--- config.mk ---
export PLATFORM = sky130hd
export DESIGN_NAME = sha3_dma_ctrl_flat
export DESIGN_NICKNAME = d
export VERILOG_FILES = /design/src/rtl/sha3_dma_ctrl_if.sv /design/src/rtl/sha3_dma_ctrl.sv /design/src/flat_wrapper.sv
export SDC_FILE = /design/constraint.sdc
export NUM_CORES = 1
export LEC_CHECK = 0
export ABC_AREA = 1
export CELL_PAD_IN_SITES_DETAIL_PLACEMENT = 1
export CELL_PAD_IN_SITES_GLOBAL_PLACEMENT = 1
export CORE_UTILIZATION = 34
export DETAILED_ROUTE_END_ITERATION = 16
export PLACE_DENSITY = 0.85
export SLEW_MARGIN = 20
export SYNTH_ARGS = -nofsm -noshare
export SYNTH_HDL_FRONTEND = slang
export SYNTH_SLANG_ARGS = --single-unit
--- constraint.sdc ---
create_clock -name clk_i -period 5.7 [get_ports clk_i]
set_input_delay 1.14 -clock clk_i [delete_from_list [all_inputs] [get_ports clk_i]]
set_output_delay 1.14 -clock clk_i [all_outputs]
set_load 0.01 [all_outputs]
--- src/rtl/sha3_dma_ctrl_if.sv ---
// Handshake bundle between sha3_dma_ctrl, the DMA engine and sha3_axis_wrapper.
// master is the controller side; slave is the DMA/accelerator environment side.
interface sha3_dma_ctrl_if #(
    parameter int LEN_W = 32
);
    logic             conf_start_i;
    logic [LEN_W-1:0] conf_src_idx_i;
    logic [LEN_W-1:0] conf_dst_idx_i;
    logic [LEN_W-1:0] conf_len_i;
    logic             busy_o;
    logic             done_o;

    logic             dma_rd_ctrl_valid_o;
    logic             dma_rd_ctrl_ready_i;
    logic [LEN_W-1:0] dma_rd_ctrl_index_o;
    logic [LEN_W-1:0] dma_rd_ctrl_length_o;
    logic             dma_rd_chnl_valid_i;
    logic             dma_rd_chnl_ready_o;
    logic [63:0]      dma_rd_chnl_data_i;

    logic             dma_wr_ctrl_valid_o;
    logic             dma_wr_ctrl_ready_i;
    logic [LEN_W-1:0] dma_wr_ctrl_index_o;
    logic [LEN_W-1:0] dma_wr_ctrl_length_o;
    logic             dma_wr_chnl_valid_o;
    logic             dma_wr_chnl_ready_i;
    logic [63:0]      dma_wr_chnl_data_o;

    logic [63:0]      acc_rd_data_o;
    logic             acc_rd_valid_o;
    logic             acc_rd_ready_i;
    logic [63:0]      acc_wr_data_i;
    logic             acc_wr_valid_i;
    logic             acc_wr_ready_o;
    logic             acc_start_o;

    modport master (
        input  conf_start_i, conf_src_idx_i, conf_dst_idx_i, conf_len_i,
        output busy_o, done_o,
        output dma_rd_ctrl_valid_o, dma_rd_ctrl_index_o, dma_rd_ctrl_length_o,
        input  dma_rd_ctrl_ready_i,
        input  dma_rd_chnl_valid_i, dma_rd_chnl_data_i,
        output dma_rd_chnl_ready_o,
        output dma_wr_ctrl_valid_o, dma_wr_ctrl_index_o, dma_wr_ctrl_length_o,
        input  dma_wr_ctrl_ready_i,
        output dma_wr_chnl_valid_o, dma_wr_chnl_data_o,
        input  dma_wr_chnl_ready_i,
        output acc_rd_data_o, acc_rd_valid_o,
        input  acc_rd_ready_i,
        input  acc_wr_data_i, acc_wr_valid_i,
        output acc_wr_ready_o, acc_start_o
    );

    modport slave (
        output conf_start_i, conf_src_idx_i, conf_dst_idx_i, conf_len_i,
        input  busy_o, done_o,
        input  dma_rd_ctrl_valid_o, dma_rd_ctrl_index_o, dma_rd_ctrl_length_o,
        output dma_rd_ctrl_ready_i,
        output dma_rd_chnl_valid_i, dma_rd_chnl_data_i,
        input  dma_rd_chnl_ready_o,
        input  dma_wr_ctrl_valid_o, dma_wr_ctrl_index_o, dma_wr_ctrl_length_o,
        output dma_wr_ctrl_ready_i,
        input  dma_wr_chnl_valid_o, dma_wr_chnl_data_o,
        output dma_wr_chnl_ready_i,
        input  acc_rd_data_o, acc_rd_valid_o,
        output acc_rd_ready_i,
        output acc_wr_data_i, acc_wr_valid_i,
        input  acc_wr_ready_o, acc_start_o
    );
endinterface

--- src/rtl/sha3_dma_ctrl.sv ---
// DMA-side job controller for sha3_axis_wrapper: fetch message, stream it in through a
// 2-entry FIFO, pulse start, then forward the digest words to the DMA write channel.
module sha3_dma_ctrl #(
    parameter int DIGEST_LINES = 4,
    parameter int LEN_W        = 32
) (
    input  logic            clk_i,
    input  logic            rst_i,
    sha3_dma_ctrl_if.master bus
);
    localparam logic [LEN_W-1:0] DIG_LEN = LEN_W'(DIGEST_LINES);
    localparam logic [LEN_W-1:0] ONE     = LEN_W'(1);

    typedef enum logic [2:0] {
        S_IDLE,
        S_RD_REQ,
        S_STREAM,
        S_START,
        S_WR_REQ,
        S_COLLECT,
        S_DONE
    } state_t;

    state_t           state;
    state_t           state_nxt;

    logic [LEN_W-1:0] src_q;
    logic [LEN_W-1:0] dst_q;
    logic [LEN_W-1:0] len_q;
    logic [LEN_W-1:0] words_in;
    logic [LEN_W-1:0] words_out;
    logic [LEN_W-1:0] dig_cnt;

    logic [63:0]      fifo_mem [2];
    logic             fifo_wr_ptr;
    logic             fifo_rd_ptr;
    logic [1:0]       fifo_cnt;
    logic             fifo_full;
    logic             fifo_empty;

    logic             job_start;
    logic             rd_chnl_ready;
    logic             push;
    logic             pop;
    logic             last_pop;
    logic             rd_ctrl_xfer;
    logic             wr_ctrl_xfer;
    logic             dig_xfer;
    logic             last_dig;

    assign job_start     = (state == S_IDLE) && bus.conf_start_i;
    assign fifo_full     = (fifo_cnt == 2'd2);
    assign fifo_empty    = (fifo_cnt == 2'd0);

    // The length guard keeps surplus DMA words out once the whole message is inside.
    assign rd_chnl_ready = (state == S_STREAM) && !fifo_full && (words_in < len_q);
    assign push          = rd_chnl_ready && bus.dma_rd_chnl_valid_i;
    assign pop           = !fifo_empty && bus.acc_rd_ready_i;
    assign last_pop      = pop && (words_out == len_q - ONE);

    assign rd_ctrl_xfer  = (state == S_RD_REQ) && bus.dma_rd_ctrl_ready_i;
    assign wr_ctrl_xfer  = (state == S_WR_REQ) && bus.dma_wr_ctrl_ready_i;
    assign dig_xfer      = (state == S_COLLECT) && bus.acc_wr_valid_i && bus.dma_wr_chnl_ready_i;
    assign last_dig      = dig_xfer && (dig_cnt == DIG_LEN - ONE);

    always_ff @(posedge clk_i) begin
        if (!rst_i) begin
            state <= S_IDLE;
        end else begin
            state <= state_nxt;
        end
    end

    always_comb begin
        state_nxt                = state;
        bus.busy_o               = (state != S_IDLE);
        bus.done_o               = 1'b0;
        bus.dma_rd_ctrl_valid_o  = 1'b0;
        bus.dma_rd_ctrl_index_o  = '0;
        bus.dma_rd_ctrl_length_o = '0;
        bus.dma_rd_chnl_ready_o  = rd_chnl_ready;
        bus.dma_wr_ctrl_valid_o  = 1'b0;
        bus.dma_wr_ctrl_index_o  = '0;
        bus.dma_wr_ctrl_length_o = '0;
        bus.dma_wr_chnl_valid_o  = 1'b0;
        bus.dma_wr_chnl_data_o   = '0;
        bus.acc_rd_valid_o       = !fifo_empty;
        bus.acc_rd_data_o        = fifo_empty ? 64'd0 : fifo_mem[fifo_rd_ptr];
        bus.acc_wr_ready_o       = 1'b0;
        bus.acc_start_o          = 1'b0;

        case (state)
            S_IDLE: begin
                if (bus.conf_start_i) begin
                    state_nxt = (bus.conf_len_i != '0) ? S_RD_REQ : S_START;
                end
            end
            S_RD_REQ: begin
                bus.dma_rd_ctrl_valid_o  = 1'b1;
                bus.dma_rd_ctrl_index_o  = src_q;
                bus.dma_rd_ctrl_length_o = len_q;
                if (rd_ctrl_xfer) begin
                    state_nxt = S_STREAM;
                end
            end
            S_STREAM: begin
                if (last_pop) begin
                    state_nxt = S_START;
                end
            end
            S_START: begin
                bus.acc_start_o = 1'b1;
                state_nxt       = S_WR_REQ;
            end
            S_WR_REQ: begin
                bus.dma_wr_ctrl_valid_o  = 1'b1;
                bus.dma_wr_ctrl_index_o  = dst_q;
                bus.dma_wr_ctrl_length_o = DIG_LEN;
                if (wr_ctrl_xfer) begin
                    state_nxt = S_COLLECT;
                end
            end
            S_COLLECT: begin
                // Digest words flow straight through; no buffering on the write side.
                bus.dma_wr_chnl_valid_o = bus.acc_wr_valid_i;
                bus.dma_wr_chnl_data_o  = bus.acc_wr_data_i;
                bus.acc_wr_ready_o      = bus.dma_wr_chnl_ready_i;
                if (last_dig) begin
                    state_nxt = S_DONE;
                end
            end
            S_DONE: begin
                bus.done_o = 1'b1;
                state_nxt  = S_IDLE;
            end
            default: begin
                state_nxt = S_IDLE;
            end
        endcase
    end

    always_ff @(posedge clk_i) begin
        if (!rst_i) begin
            src_q     <= '0;
            dst_q     <= '0;
            len_q     <= '0;
            words_in  <= '0;
            words_out <= '0;
            dig_cnt   <= '0;
        end else if (job_start) begin
            src_q     <= bus.conf_src_idx_i;
            dst_q     <= bus.conf_dst_idx_i;
            len_q     <= bus.conf_len_i;
            words_in  <= '0;
            words_out <= '0;
            dig_cnt   <= '0;
        end else begin
            if (push) begin
                words_in <= words_in + ONE;
            end
            if (pop) begin
                words_out <= words_out + ONE;
            end
            if (dig_xfer) begin
                dig_cnt <= dig_cnt + ONE;
            end
        end
    end

    always_ff @(posedge clk_i) begin
        if (!rst_i) begin
            fifo_wr_ptr <= 1'b0;
            fifo_rd_ptr <= 1'b0;
            fifo_cnt    <= 2'd0;
        end else begin
            if (push) begin
                fifo_wr_ptr <= ~fifo_wr_ptr;
            end
            if (pop) begin
                fifo_rd_ptr <= ~fifo_rd_ptr;
            end
            case ({push, pop})
                2'b10:   fifo_cnt <= fifo_cnt + 2'd1;
                2'b01:   fifo_cnt <= fifo_cnt - 2'd1;
                default: fifo_cnt <= fifo_cnt;
            endcase
        end
    end

    // Storage is data-only; occupancy and pointers above decide what is live.
    always_ff @(posedge clk_i) begin
        if (push) begin
            fifo_mem[fifo_wr_ptr] <= bus.dma_rd_chnl_data_i;
        end
    end
endmodule

--- src/flat_wrapper.sv ---
// flat-port wrapper written by rule: the top's interface ports become plain ports
module sha3_dma_ctrl_flat 
#(
    parameter int DIGEST_LINES = 4,
    parameter int LEN_W        = 32
)
  (clk_i, rst_i, bus_conf_start_i, bus_conf_src_idx_i, bus_conf_dst_idx_i, bus_conf_len_i, bus_busy_o, bus_done_o, bus_dma_rd_ctrl_valid_o, bus_dma_rd_ctrl_index_o, bus_dma_rd_ctrl_length_o, bus_dma_rd_ctrl_ready_i, bus_dma_rd_chnl_valid_i, bus_dma_rd_chnl_data_i, bus_dma_rd_chnl_ready_o, bus_dma_wr_ctrl_valid_o, bus_dma_wr_ctrl_index_o, bus_dma_wr_ctrl_length_o, bus_dma_wr_ctrl_ready_i, bus_dma_wr_chnl_valid_o, bus_dma_wr_chnl_data_o, bus_dma_wr_chnl_ready_i, bus_acc_rd_data_o, bus_acc_rd_valid_o, bus_acc_rd_ready_i, bus_acc_wr_data_i, bus_acc_wr_valid_i, bus_acc_wr_ready_o, bus_acc_start_o);
  sha3_dma_ctrl_if #(.LEN_W(LEN_W)) bus_i ();
  input  logic clk_i;
  input  logic rst_i;
  input wire logic [$bits(bus_i.conf_start_i)-1:0] bus_conf_start_i;
  input wire logic [$bits(bus_i.conf_src_idx_i)-1:0] bus_conf_src_idx_i;
  input wire logic [$bits(bus_i.conf_dst_idx_i)-1:0] bus_conf_dst_idx_i;
  input wire logic [$bits(bus_i.conf_len_i)-1:0] bus_conf_len_i;
  output wire logic [$bits(bus_i.busy_o)-1:0] bus_busy_o;
  output wire logic [$bits(bus_i.done_o)-1:0] bus_done_o;
  output wire logic [$bits(bus_i.dma_rd_ctrl_valid_o)-1:0] bus_dma_rd_ctrl_valid_o;
  output wire logic [$bits(bus_i.dma_rd_ctrl_index_o)-1:0] bus_dma_rd_ctrl_index_o;
  output wire logic [$bits(bus_i.dma_rd_ctrl_length_o)-1:0] bus_dma_rd_ctrl_length_o;
  input wire logic [$bits(bus_i.dma_rd_ctrl_ready_i)-1:0] bus_dma_rd_ctrl_ready_i;
  input wire logic [$bits(bus_i.dma_rd_chnl_valid_i)-1:0] bus_dma_rd_chnl_valid_i;
  input wire logic [$bits(bus_i.dma_rd_chnl_data_i)-1:0] bus_dma_rd_chnl_data_i;
  output wire logic [$bits(bus_i.dma_rd_chnl_ready_o)-1:0] bus_dma_rd_chnl_ready_o;
  output wire logic [$bits(bus_i.dma_wr_ctrl_valid_o)-1:0] bus_dma_wr_ctrl_valid_o;
  output wire logic [$bits(bus_i.dma_wr_ctrl_index_o)-1:0] bus_dma_wr_ctrl_index_o;
  output wire logic [$bits(bus_i.dma_wr_ctrl_length_o)-1:0] bus_dma_wr_ctrl_length_o;
  input wire logic [$bits(bus_i.dma_wr_ctrl_ready_i)-1:0] bus_dma_wr_ctrl_ready_i;
  output wire logic [$bits(bus_i.dma_wr_chnl_valid_o)-1:0] bus_dma_wr_chnl_valid_o;
  output wire logic [$bits(bus_i.dma_wr_chnl_data_o)-1:0] bus_dma_wr_chnl_data_o;
  input wire logic [$bits(bus_i.dma_wr_chnl_ready_i)-1:0] bus_dma_wr_chnl_ready_i;
  output wire logic [$bits(bus_i.acc_rd_data_o)-1:0] bus_acc_rd_data_o;
  output wire logic [$bits(bus_i.acc_rd_valid_o)-1:0] bus_acc_rd_valid_o;
  input wire logic [$bits(bus_i.acc_rd_ready_i)-1:0] bus_acc_rd_ready_i;
  input wire logic [$bits(bus_i.acc_wr_data_i)-1:0] bus_acc_wr_data_i;
  input wire logic [$bits(bus_i.acc_wr_valid_i)-1:0] bus_acc_wr_valid_i;
  output wire logic [$bits(bus_i.acc_wr_ready_o)-1:0] bus_acc_wr_ready_o;
  output wire logic [$bits(bus_i.acc_start_o)-1:0] bus_acc_start_o;
  assign bus_i.conf_start_i = bus_conf_start_i;
  assign bus_i.conf_src_idx_i = bus_conf_src_idx_i;
  assign bus_i.conf_dst_idx_i = bus_conf_dst_idx_i;
  assign bus_i.conf_len_i = bus_conf_len_i;
  assign bus_busy_o = bus_i.busy_o;
  assign bus_done_o = bus_i.done_o;
  assign bus_dma_rd_ctrl_valid_o = bus_i.dma_rd_ctrl_valid_o;
  assign bus_dma_rd_ctrl_index_o = bus_i.dma_rd_ctrl_index_o;
  assign bus_dma_rd_ctrl_length_o = bus_i.dma_rd_ctrl_length_o;
  assign bus_i.dma_rd_ctrl_ready_i = bus_dma_rd_ctrl_ready_i;
  assign bus_i.dma_rd_chnl_valid_i = bus_dma_rd_chnl_valid_i;
  assign bus_i.dma_rd_chnl_data_i = bus_dma_rd_chnl_data_i;
  assign bus_dma_rd_chnl_ready_o = bus_i.dma_rd_chnl_ready_o;
  assign bus_dma_wr_ctrl_valid_o = bus_i.dma_wr_ctrl_valid_o;
  assign bus_dma_wr_ctrl_index_o = bus_i.dma_wr_ctrl_index_o;
  assign bus_dma_wr_ctrl_length_o = bus_i.dma_wr_ctrl_length_o;
  assign bus_i.dma_wr_ctrl_ready_i = bus_dma_wr_ctrl_ready_i;
  assign bus_dma_wr_chnl_valid_o = bus_i.dma_wr_chnl_valid_o;
  assign bus_dma_wr_chnl_data_o = bus_i.dma_wr_chnl_data_o;
  assign bus_i.dma_wr_chnl_ready_i = bus_dma_wr_chnl_ready_i;
  assign bus_acc_rd_data_o = bus_i.acc_rd_data_o;
  assign bus_acc_rd_valid_o = bus_i.acc_rd_valid_o;
  assign bus_i.acc_rd_ready_i = bus_acc_rd_ready_i;
  assign bus_i.acc_wr_data_i = bus_acc_wr_data_i;
  assign bus_i.acc_wr_valid_i = bus_acc_wr_valid_i;
  assign bus_acc_wr_ready_o = bus_i.acc_wr_ready_o;
  assign bus_acc_start_o = bus_i.acc_start_o;
  sha3_dma_ctrl #(.DIGEST_LINES(DIGEST_LINES), .LEN_W(LEN_W)) u_core (.clk_i(clk_i), .rst_i(rst_i), .bus(bus_i));
endmodule
Yosys cells after proc, flatten, opt, wreduce, memory -nomap -nowiden:

Memory sizes are Yosys's and may differ from the RTL's. A register that Yosys moved wholly into a read port is not among the register bits.
Cells that the tools add are included.

* bits in registers: 199
* RAM bits: 128
* bits of input ports: 233
* output and inout bits: 265
* logic and storage cells: 81
* memories: 1

* add/subtract/negate cells: 6
* $lt $le $gt $ge: 1
* equal/unequal tests: 16
* multiplexer cells: 24
* bitwise operators: 3
* reduce and logical (&&, ||, !) cells: 20

Memory list
* u_core.fifo_mem: depth 2, bits a word 64, rd ports 1, clocked after memory_dff 1, wr ports 1, line sha3_dma_ctrl.sv:34 `logic [63:0] fifo_mem [2];`

Operators by type and width (count)
* $mux W64: 2
* $add A32 B1 Y32 const B: 3
* $mux W32: 3
* $eq A32 B2 Y1 const B: 1
* $eq A32 B32 Y1: 1
* $lt A32 B32 Y1: 1
* $reduce_bool A32 Y1: 1
* $sub A32 B1 Y32 const B: 1
* $mux W3: 6
* $pmux W3 S6: 1
* $logic_and A1 B1 Y1: 11
* $mux W1: 10
* $eq A3 B3 Y1 const B: 3
* $ne A2 B1 Y1 const B: 4
* $eq A3 B2 Y1 const B: 2
* $reduce_and A5 Y1: 1
* $eq A2 B2 Y1 const B: 2
* $pmux W2 S2: 1
* $eq A3 B1 Y1 const B: 1
* $logic_not A3 Y1: 1
* $not A1 Y1: 3
* $reduce_bool A3 Y1: 1
* $add A2 B1 Y2 const B: 1
* $eq A2 B1 Y1 const B: 1
* other kinds (7): 8

Longest topological paths before layout:

Gate-level depths: netlist of run 1.

* word-level depth: 7
* mapped depth: 18
* gate-level depth less buffers: 17

Worst setup path after synthesis of run 1:

No wires, ideal clock.

* kind: register to register
* start point: register u_core.len_q[27]
* end point: memory u_core.fifo_mem[0][0], enable pin
* setup time: 0.487 ns
* arrival: 4.242 ns
* required time: 5.213 ns
* setup slack: 0.972 ns
* stages on the path, launching flop included: 10
* path buffers: 1
* clock period less this slack: 4.728 ns
* path through: dfxtp_1 > inv_1 > ha_1 > a21oi_1 > o21a_1 > o221ai_1 > a21oi_1 > nand4_1 > clkbuf_1 > nor2_1

* cells in the longest elaborated chain, start to end: 5

RTL lines
* start: declaration: line sha3_dma_ctrl.sv:29 `logic [LEN_W-1:0] len_q;`
* start signal: assignment: line sha3_dma_ctrl.sv:153 `len_q <= bus.conf_len_i;`
* $lt A32 B32 Y1: line sha3_dma_ctrl.sv:56 `assign rd_chnl_ready = (state == S_STREAM) && !fifo_full && (words_in < len_q);`
* $logic_and A1 B1 Y1: line sha3_dma_ctrl.sv:56
* $logic_and A1 B1 Y1: line sha3_dma_ctrl.sv:57 `assign push = rd_chnl_ready && bus.dma_rd_chnl_valid_i;`
* $mux W1: line sha3_dma_ctrl.sv:192 `if (push) begin`
* $mux W1 (implied by the code): line sha3_dma_ctrl.sv:193 `fifo_mem[fifo_wr_ptr] <= bus.dma_rd_chnl_data_i;`
* end: declaration: line sha3_dma_ctrl.sv:34

No other way between the ends.

Worst setup path after layout of run 1:

* start point: register u_core.len_q[3]
* end point: output port bus_dma_rd_chnl_ready_o

* cells in the longest elaborated chain, start to end: 2

RTL lines
* $lt A32 B32 Y1: line sha3_dma_ctrl.sv:56
* $logic_and A1 B1 Y1: line sha3_dma_ctrl.sv:56
* end: declaration: line flat_wrapper.sv:23 `output wire logic [$bits(bus_i.dma_rd_chnl_ready_o)-1:0] bus_dma_rd_chnl_ready_o;`

No other way between the ends.

==> run_results.csv, run 1 <==
group,metric,value,unit
critical_path,critPathArrivalTime,3.15,ns
layout,final_cell_mix,"clkdlybuf4s50_1, nand2_1, nor2_1",
floorplanning,coreArea,48000,µm²
detailed_routing,ant_nets,0,
place,dp_hpwl,49200,µm
sta,period_share,75.2,%
clock_network,holdBufCountCts,0,
detailed_routing,drtPass1Iterations,5,
synthesis,synth_edf_count,128,
critical_path,critPathMaxFanout,30,
outcome,status,"completed",
sta,grt_setup_unrepaired,"no",
power_and_ir_drop,vdd_ir_drop_max,0.228,mV
critical_path,setup.worst_path.start_class,"register",
floorplanning,io-pin-count,498,
hold_path,min_path_type,"reg -> reg",
detailed_routing,vias,16500,
detailed_routing,wl_per_cell,19.5,µm
critical_path,worstSetupPathType,"reg -> out",
grt,grt_pass1_vias,17000,
layout,n_fill_cell,5803,
power_and_ir_drop,p_leak,0.00869,µW
layout,final_common_cell,"clkdlybuf4s50_1",
synthesis,async_flop_share,0,%
power_and_ir_drop,power,7850,µW
clock_network,numCtsBuffers,38,
grt,grt_pass1_wl,95500,µm
sta,finalHoldWorstSlack,0.454,ns
clock_network,cts_setup_buffers,0,
layout,finalNetCount,2889,
critical_path,worstSetupEndpointType,"output port",
place,place_area,21800,µm²
sta,tightest_slew,0.996,ns
critical_path,worstReg2RegEnd,"u_core.fifo_mem[0][20]",
clock_network,cts_resized,0,
grt,grt_max_degree,82,
layout,final_cells,3262,
grt,grt_util_all_layers,24.6,%
sta,finalClockSkew,0.0171,ns
critical_path,required,4.56,ns
critical_path,reg2reg_depth,12,
sta,min_period,4.29,ns
power_and_ir_drop,powerDensity,340,nW/µm²
synthesis,netlist_area,16700,µm²
synthesis,ys_ff_latch,328,
clock_network,clk_path_buf_depth,3,
clock_network,insertion_delay,0.55,ns
grt,overflow,0,
sta,slew_headroom,33.2,%
sta,fmax,0.233,GHz
floorplanning,die_h,224,µm
sta,finalHoldViolCount,0,
synthesis,ys_warn_count,0,
synthesis,synth_ff_type,"dfxtp_1",
place,gp_congestion,0.914,
layout,drive_gt1_share,4.01,%
sta,tns,0,ns
detailed_routing,drt-initial-drc-count,995,
floorplanning,initial_core_util,34.7,%
place,portBuffers,466,
job,max-cap-violations,0,
synthesis,synth.avg_cell_area,7.63,µm²
synthesis,ys_seq_area_share,47.0,%
floorplanning,num_rows,80,
detailed_routing,drc,0,
layout,area_delta_synth_final,38.3,%
synthesis,syn_inst,2189,
layout,design_area,23100,µm²
sta,setup_viol,0,
clock_network,cts_tree,"yes",
synthesis,ys_types,44,
clock_network,numClockSinks,328,
critical_path,r2r-start,"u_core.len_q[3]",
place,dp.cells,3195,
clock_network,htree_levels,2,
detailed_routing,routed_wl,63500,µm
critical_path,crit_path_end,"bus_dma_rd_chnl_ready_o",
clock_network,clkTransAtPathRegs,0.06,ns
sta,slew_violations,0,
detailed_routing,via_per_inst,5.05,
floorplanning,dieArea,50000,µm²
critical_path,r2r_slack,2.43,ns
clock_network,cts-root-buf,"clkbuf_16",
floorplanning,die_w,224,µm
critical_path,startpoint,"u_core.len_q[3]",
grt,antenna_found_initial,6,
## power breakdown
group	total, µW	switching, µW	internal (µW)
logic	2510	1630	872
clock network	2520	992	1520
registers	2830	137	2700
## Yosys cell counts, types with 3 or more instances
cell type	instances	area [µm²]
inv_2	3	11.3
or2_2	5	31.3
inv_1	268	1010
xnor2_1	29	254
and3_1	3	18.8
nand3_1	81	405
dfxtp_1	200	4000
nand4_1	38	238
clkbuf_1	76	285
xor2_1	52	455
o21a_1	7	52.6
edfxtp_1	128	3840
nand2_1	402	1510
buf_4	32	240
nor4_1	33	206
nand2_2	3	18.8
nor3_2	5	50.1
nor3b_1	6	45.0
nor3_1	37	185
a21oi_1	244	1220
ha_1	36	450
o21ai_0	129	646
buf_1	10	37.5
nor2_1	337	1260
## registers in the layout, indices dropped and copies added, names as in the netlist, named ones only
name,flops
u_core.len_q,32
u_core.fifo_mem,128
u_core.src_q,32
u_core.state,3
u_core.fifo_cnt,2
u_core.dst_q,32
u_core.fifo_wr_ptr,1
u_core.words_in,32
u_core.words_out,32
u_core.fifo_rd_ptr,1
u_core.dig_cnt,32
## worst max-delay path: stages (launching register included)
cell	delay (ns)
dfxtp_1	0.39
inv_1	0.12
ha_1	0.33
a21oi_1	0.14
nand2_1	0.07
nand4_1	0.06
nand2_1	0.08
nand2_1	0.07
nand3_1	0.13
nand2_1	0.11
and3_1	0.15
buf_4	0.33
clkdlybuf4s50_1	0.61
## per-layer routing
| metal | share of wire, % | wire length (µm) | global-route usage, % | vias to the layer above |
|---|---|---|---|---|
| met5 | 0.10 | 66 | 0 | - |
| met4 | 4.4 | 2800 | 11.8 | 8 |
| met3 | 8.0 | 5060 | 7.50 | 119 |
| met2 | 48 | 30200 | 41.9 | 558 |
| met1 | 40 | 25400 | 28.1 | 7850 |
| li1 | - | - | - | 7927 |
## logic make-up after synthesis
family                     share of synthesized area, %
adders and majority gates                          2.70
AOI/OAI and AO/OA                                  11.9
other                                            0.0225
DFF                                                47.0
xor gates and xnor gates                           4.25
and+or+nand+nor                                    24.6
buffers and inverters                              9.53
## how the worst min path moves through the flow
stage,startpoint,endpoint,depth (start not counted)
after global routing,u_core.src_q[26],u_core.src_q[26],2
after floorplan,u_core.fifo_rd_ptr,register,1
after detailed placement,u_core.fifo_rd_ptr,register,1
after CTS,u_core.fifo_rd_ptr,register,1
final,u_core.src_q[10],u_core.src_q[10],2
after global placement,u_core.fifo_rd_ptr,register,1
## stage by stage
| step | setup slack (ns) | utilization (%) |
|---|---|---|
| floorplan | 0.972 | - |
| global placement | 1.98 | 45.4 |
| detailed placement | 1.88 | 45.4 |
| CTS | 1.43 | 48.0 |
| global route | 1.09 | 48.0 |
| finish | 1.41 | 48.0 |
## cell type report
type | instances | area, µm² | share of cell area [%]
Inverter | 271 | 1020 | 4.42
Timing Repair Buffer | 481 | 4770 | 20.7
Antenna cell | 1 | 2.50 | 0.0108
Sequential cell | 328 | 7850 | 34.0
Clock inverter | 21 | 236 | 1.02
Multi-Input combinational cell | 1500 | 7390 | 32.0
Clock buffer | 45 | 1040 | 4.50
Tap cell | 615 | 769 | 3.33
No activity file was read; power rests on OpenSTA's default activity.
==> inputs of run 2 (changes only) <==
==> constraint.sdc (replaced) <==
create_clock -name clk_i -period 4 [get_ports clk_i]
set_input_delay 0.8 -clock clk_i [delete_from_list [all_inputs] [get_ports clk_i]]
set_output_delay 0.8 -clock clk_i [all_outputs]
set_load 0.01 [all_outputs]
==> run 2 against run 1 <==
Against the previous run:
- final cell count up 0.28%
- sequential power up 42%
- highest routed layer unchanged
- critical path type unchanged
- largest cell class unchanged
- routed wire length up 1.8%
- count of clock-buffer cells in the layout up 9
==> run_results.csv, run 2 (synthesis gave the netlist of run 1 again) <==
group,metric,value,unit
clock_network,cts_tree,"yes",
critical_path,reg2reg_depth,10,
grt,grt_pass1_wl,97000,µm
place,dp_hpwl,49900,µm
clock_network,cts-root-buf,"clkbuf_16",
critical_path,critPathMaxFanout,16,
detailed_routing,wl_per_cell,19.8,µm
grt,use_met2,43.1,%
critical_path,worst-path-buf-inv,2,
layout,final_cell_mix,"clkdlybuf4s50_1, nand2_1, nor2_1",
power_and_ir_drop,p_int,7400,µW
layout,design_area,23300,µm²
power_and_ir_drop,power_frac_clock,32.7,%
hold_path,holdPathStages,2,
place,portBuffers,466,
sta,min_period,3.89,ns
sta,slew_headroom,45.0,%
clock_network,holdBufCountCts,0,
layout,n_fill_cell,5838,
critical_path,critical_path.top_delay_family,"buffers and inverters",
clock_network,clkTransAtPathRegs,0.06,ns
layout,drive_gt1_share,4.37,%
floorplanning,die_w,224,µm
outcome,status,"completed",
layout,largest_reg_flops,128,
floorplanning,num_rows,80,
critical_path,cpMaxStageDelayCell,"clkdlybuf4s50_1",
power_and_ir_drop,p_leak,0.00878,µW
layout,area_delta_synth_final,39.5,%
critical_path,critPathArrivalTime,3.09,ns
power_and_ir_drop,seqPwrFrac,35.5,%
sta,period_share,97.3,%
grt,grtUsageMet1,29.3,%
power_and_ir_drop,vdd_ir_drop_max,0.324,mV
critical_path,worstSetupEndpointType,"output port",
grt,grt-busiest-layer,"met2",
layout,finalNetCount,2899,
clock_network,insertion_delay,0.56,ns
critical_path,cp_slowest_stage_delay,0.58,ns
grt,grt_pass1_vias,17200,
place,place_area,21900,µm²
critical_path,worstSetupPathType,"reg -> out",
detailed_routing,vias,16700,
power_and_ir_drop,p_sw,3950,µW
grt,grt_util_all_layers,25.1,%
job,max-cap-violations,0,
power_and_ir_drop,powerDensity,487,nW/µm²
power_and_ir_drop,p_comb_share,31.8,%
power_and_ir_drop,p_sw_share,34.8,%
grt,antenna_found_initial,6,
grt,grt_max_degree,82,
grt,grt_use_met3,7.95,%
grt,overflow,0,
detailed_routing,drt-initial-drc-count,945,
floorplanning,die_h,224,µm
clock_network,clk_path_buf_depth,3,
layout,largest_register,"u_core.fifo_mem",
critical_path,setup.worst_path.start_class,"register",
sta,finalHoldViolCount,0,
detailed_routing,via_per_inst,5.11,
place,gp_congestion,0.935,
critical_path,required,3.20,ns
layout,final_common_cell,"clkdlybuf4s50_1",
sta,grt_setup_unrepaired,"no",
place,dp_slack,0.468,ns
critical_path,crit_chain,"nand2_1 > nor2_2 > clkinvlp_4 > nor2_1 > clkdlybuf4s50_1",
floorplanning,io-pin-count,498,
floorplanning,initial_core_util,34.7,%
clock_network,htree_levels,2,
place,dp.cells,3201,
detailed_routing,drc,0,
sta,fmax,0.257,GHz
layout,final_cells,3271,
critical_path,worstSetupPathDepth,5,
sta,tightest_slew,0.826,ns
sta,tns,0,ns
floorplanning,dieArea,50000,µm²
detailed_routing,drtPass1Iterations,5,
sta,setup_viol,0,
detailed_routing,routed_wl,64700,µm
clock_network,numClockSinks,328,
hold_path,min_path_type,"reg -> reg",
floorplanning,coreArea,48000,µm²
sta,slew_violations,0,
clock_network,numCtsBuffers,39,
sta,finalClockSkew,0.0309,ns
sta,setup_ws,0.108,ns
detailed_routing,ant_nets,0,
sta,finalHoldWorstSlack,0.454,ns
## run 2: cell count changes in the layout (fill, tap and decap cells not counted), moves of 2 or more
cell,before,now
clkinv_1,7,1
clkbuf_1,2,8
clkinv_4,0,2
buf_12,0,7
clkinv_2,5,3
clkbuf_16,39,41
## run 2: area by class of cell
type / count / area (µm²) / area share [%]
Sequential cell: 328 / 7850 / 33.7
Timing Repair inverter: 1 / 7.51 / 0.0322
Antenna cell: 1 / 2.50 / 0.0107
Inverter: 271 / 1020 / 4.38
Clock inverter: 12 / 194 / 0.833
Clock buffer: 54 / 1120 / 4.83
Timing Repair Buffer: 489 / 4920 / 21.1
Multi-Input combinational cell: 1500 / 7400 / 31.8
Tap cell: 615 / 769 / 3.30
## run 2: repair_timing
item,4_1_cts,5_1_grt
resized for setup,3,0
setup endpoints to repair,5,0
setup buffers,2,0
## run 2: worst paths after layout
kind,start,slack [ns],to
hold reg to reg,u_core.src_q[22],0.45,u_core.src_q[22]
hold / removal,u_core.src_q[22],0.45,u_core.src_q[22]
setup / recovery,u_core.state[2],0.11,bus_dma_wr_ctrl_index_o[7]
setup reg to reg,u_core.len_q[19],0.67,u_core.fifo_mem[0][62]
## run 2: tightest hold or removal path, delay by kind of cell (launching register included)
family / cells / cell delay, ns
AO/OA/AOI/OAI: 1 / 0.05
buffers and inverters: 1 / 0.06
flip-flops: 1 / 0.30
## run 2: stage by stage
stage | total power [µW] | util, %
after floorplan | 6050 | -
after global placement | 7500 | 45.6
after CTS | 11400 | 48.5
final | 11300 | 48.5
after global routing | 11900 | 48.5
after detailed placement | 7630 | 45.6
## run 2: power by group through the flow
stage / logic [µW] / clock network, µW / registers (µW)
finish: 3600 / 3710 / 4030
global route: 3920 / 3920 / 4060
CTS: 3580 / 3790 / 4030
detailed placement: 3540 / 0 / 4090
global placement: 3430 / 0 / 4070
floorplan: 2000 / 0 / 4040
## run 2: layer usage
| layer | routed length, µm | part of all wire (%) |
|---|---|---|
| met1 | 25900 | 40 |
| met2 | 31000 | 48 |
| met3 | 5700 | 8.8 |
| met4 | 2040 | 3.2 |
| met5 | 57 | 0.088 |
==> inputs of run 3 (changes only) <==
--- a/config.mk
+++ b/config.mk
@@ -11,6 +11,7 @@
 export CORE_UTILIZATION = 34
 export DETAILED_ROUTE_END_ITERATION = 16
 export PLACE_DENSITY = 0.85
+export REMOVE_ABC_BUFFERS = 1
 export SLEW_MARGIN = 20
 export SYNTH_ARGS = -nofsm -noshare
 export SYNTH_HDL_FRONTEND = slang
==> run 3 against run 2 <==
Against the previous run:
- worst setup slack improved by 0.13 ns
- global-route usage shrank 0.63 points
- combinational power about the same
- final cell count is essentially flat
- hold slack gained 0.0022 ns
- non-clock buffer count decreased by 2
- fmax grew 3.5%
- largest cell class unchanged
==> run_results.csv, run 3 (synthesis gave the netlist of run 1 again) <==
group,metric,value,unit
critical_path,worstSetupEndpointType,"output port",
clock_network,cts-root-buf,"clkbuf_16",
clock_network,numClockSinks,328,
grt,grt_max_degree,194,
outcome,status,"completed",
critical_path,worstSetupPathType,"reg -> out",
sta,tns,0,ns
power_and_ir_drop,seqPwrFrac,35.5,%
layout,final_common_cell,"clkdlybuf4s50_1",
power_and_ir_drop,vdd_ir_drop_max,0.365,mV
clock_network,clk_path_buf_depth,3,
sta,slew_headroom,34.4,%
sta,finalHoldViolCount,0,
layout,largest_register,"u_core.fifo_mem",
grt,overflow,0,
grt,grt_util_all_layers,24.4,%
clock_network,clkTransAtPathRegs,0.05,ns
power_and_ir_drop,p_sw,3950,µW
critical_path,cp_slowest_stage_delay,0.56,ns
floorplanning,dieArea,50000,µm²
detailed_routing,routed_wl,62600,µm
place,portBuffers,466,
place,dp_hpwl,46800,µm
power_and_ir_drop,p_sw_share,34.8,%
floorplanning,initial_core_util,34.7,%
power_and_ir_drop,p_comb_share,31.8,%
layout,largest_reg_flops,128,
floorplanning,die_w,224,µm
layout,drive_gt1_share,4.18,%
clock_network,numCtsBuffers,39,
layout,n_fill_cell,5788,
floorplanning,die_h,224,µm
sta,finalClockSkew,0.0194,ns
critical_path,crit_chain,"nand2_1 > nor2_1 > clkinvlp_4 > buf_4 > nor2_1 > clkdlybuf4s50_1",
sta,slew_violations,0,
grt,grt_pass1_wl,96500,µm
layout,final_cells,3272,
floorplanning,num_rows,80,
hold_path,min_path_type,"reg -> reg",
sta,period_share,94.0,%
place,dp_slack,0.735,ns
detailed_routing,vias,16600,
floorplanning,coreArea,48000,µm²
sta,min_period,3.76,ns
power_and_ir_drop,p_leak,0.00876,µW
layout,finalNetCount,2897,
critical_path,cpMaxStageDelayCell,"nor2_1",
place,dp.cells,3199,
critical_path,critPathArrivalTime,2.96,ns
sta,setup_ws,0.238,ns
layout,area_delta_synth_final,39.2,%
clock_network,htree_levels,2,
power_and_ir_drop,power_frac_clock,32.7,%
grt,grt_pass1_vias,17400,
sta,fmax,0.266,GHz
clock_network,cts_tree,"yes",
grt,antenna_found_initial,1,
power_and_ir_drop,powerDensity,489,nW/µm²
critical_path,crit_top_cell,"nor2_1",
sta,tightest_slew,0.984,ns
critical_path,required,3.20,ns
sta,setup_viol,0,
clock_network,holdBufCountCts,0,
place,gp_congestion,0.922,
detailed_routing,via_per_inst,5.07,
detailed_routing,drt-initial-drc-count,905,
clock_network,insertion_delay,0.56,ns
detailed_routing,drtPass1Iterations,9,
critical_path,setup.worst_path.start_class,"register",
sta,grt_setup_unrepaired,"no",
detailed_routing,drc,0,
detailed_routing,wl_per_cell,19.1,µm
critical_path,critical_path.top_delay_family,"buffers and inverters",
detailed_routing,ant_nets,0,
power_and_ir_drop,p_int,7400,µW
floorplanning,io-pin-count,498,
layout,final_cell_mix,"clkdlybuf4s50_1, nand2_1, nor2_1",
critical_path,critPathMaxFanout,14,
critical_path,worst-path-buf-inv,3,
job,max-cap-violations,0,
sta,finalHoldWorstSlack,0.456,ns
-- run 3: area by class of cell --
class	instances	area, µm²	share of cell area, %
repair buffers	487	4880	21.0
clock buffers	57	1130	4.85
repair inverters	1	7.51	0.0323
multi-input cells	1500	7390	31.8
inverters	271	1020	4.39
clock inverters	12	183	0.786
well taps	615	769	3.31
flip-flops and latches	328	7850	33.8
diodes	1	2.50	0.0108
-- run 3: per-layer routing --
layer,routed length [µm],GRT usage [%]
met5,0,0
met4,1760,8.02
met3,4720,6.43
met2,30700,43.1
met1,25500,28.7
-- run 3: what timing repair did --
item | in CTS | in global routing
setup buffers | 0 | 2
gates resized for setup | 0 | 2
setup endpoints to repair | 0 | 32
-- run 3: tightest hold or removal path: stages, from the launching register on --
cell,delay (ns)
dfxtp_1,0.29
inv_1,0.06
a21oi_1,0.05
-- run 3: power groups by stage --
stage	clock network [µW]	registers, µW	logic [µW]
after global placement	0	4070	3410
after CTS	3790	4030	3580
final	3710	4030	3610
after global routing	3900	4060	3950
after detailed placement	0	4100	3530
after floorplan	0	4070	1870
-- run 3: metrics by stage --
step / power, µW / util (%) / instance area, µm²
finish: 11400 / 48.4 / 23200
global route: 11900 / 48.3 / 23200
CTS: 11400 / 48.3 / 23200
detailed placement: 7630 / 45.6 / 21900
global placement: 7480 / 45.6 / 21900
floorplan: 5940 / - / 16200
-- run 3: path summary, 6_finish.rpt --
kind	startpoint	to	slack, ns	cells past startpoint
setup / recovery	u_core.state[2]	bus_dma_wr_ctrl_index_o[17]	0.24	6
hold reg to reg	u_core.src_q[13]	u_core.src_q[13]	0.46	2
hold / removal	u_core.src_q[13]	u_core.src_q[13]	0.46	2
setup reg to reg	u_core.state[2]	u_core.dig_cnt[29]	0.85	10
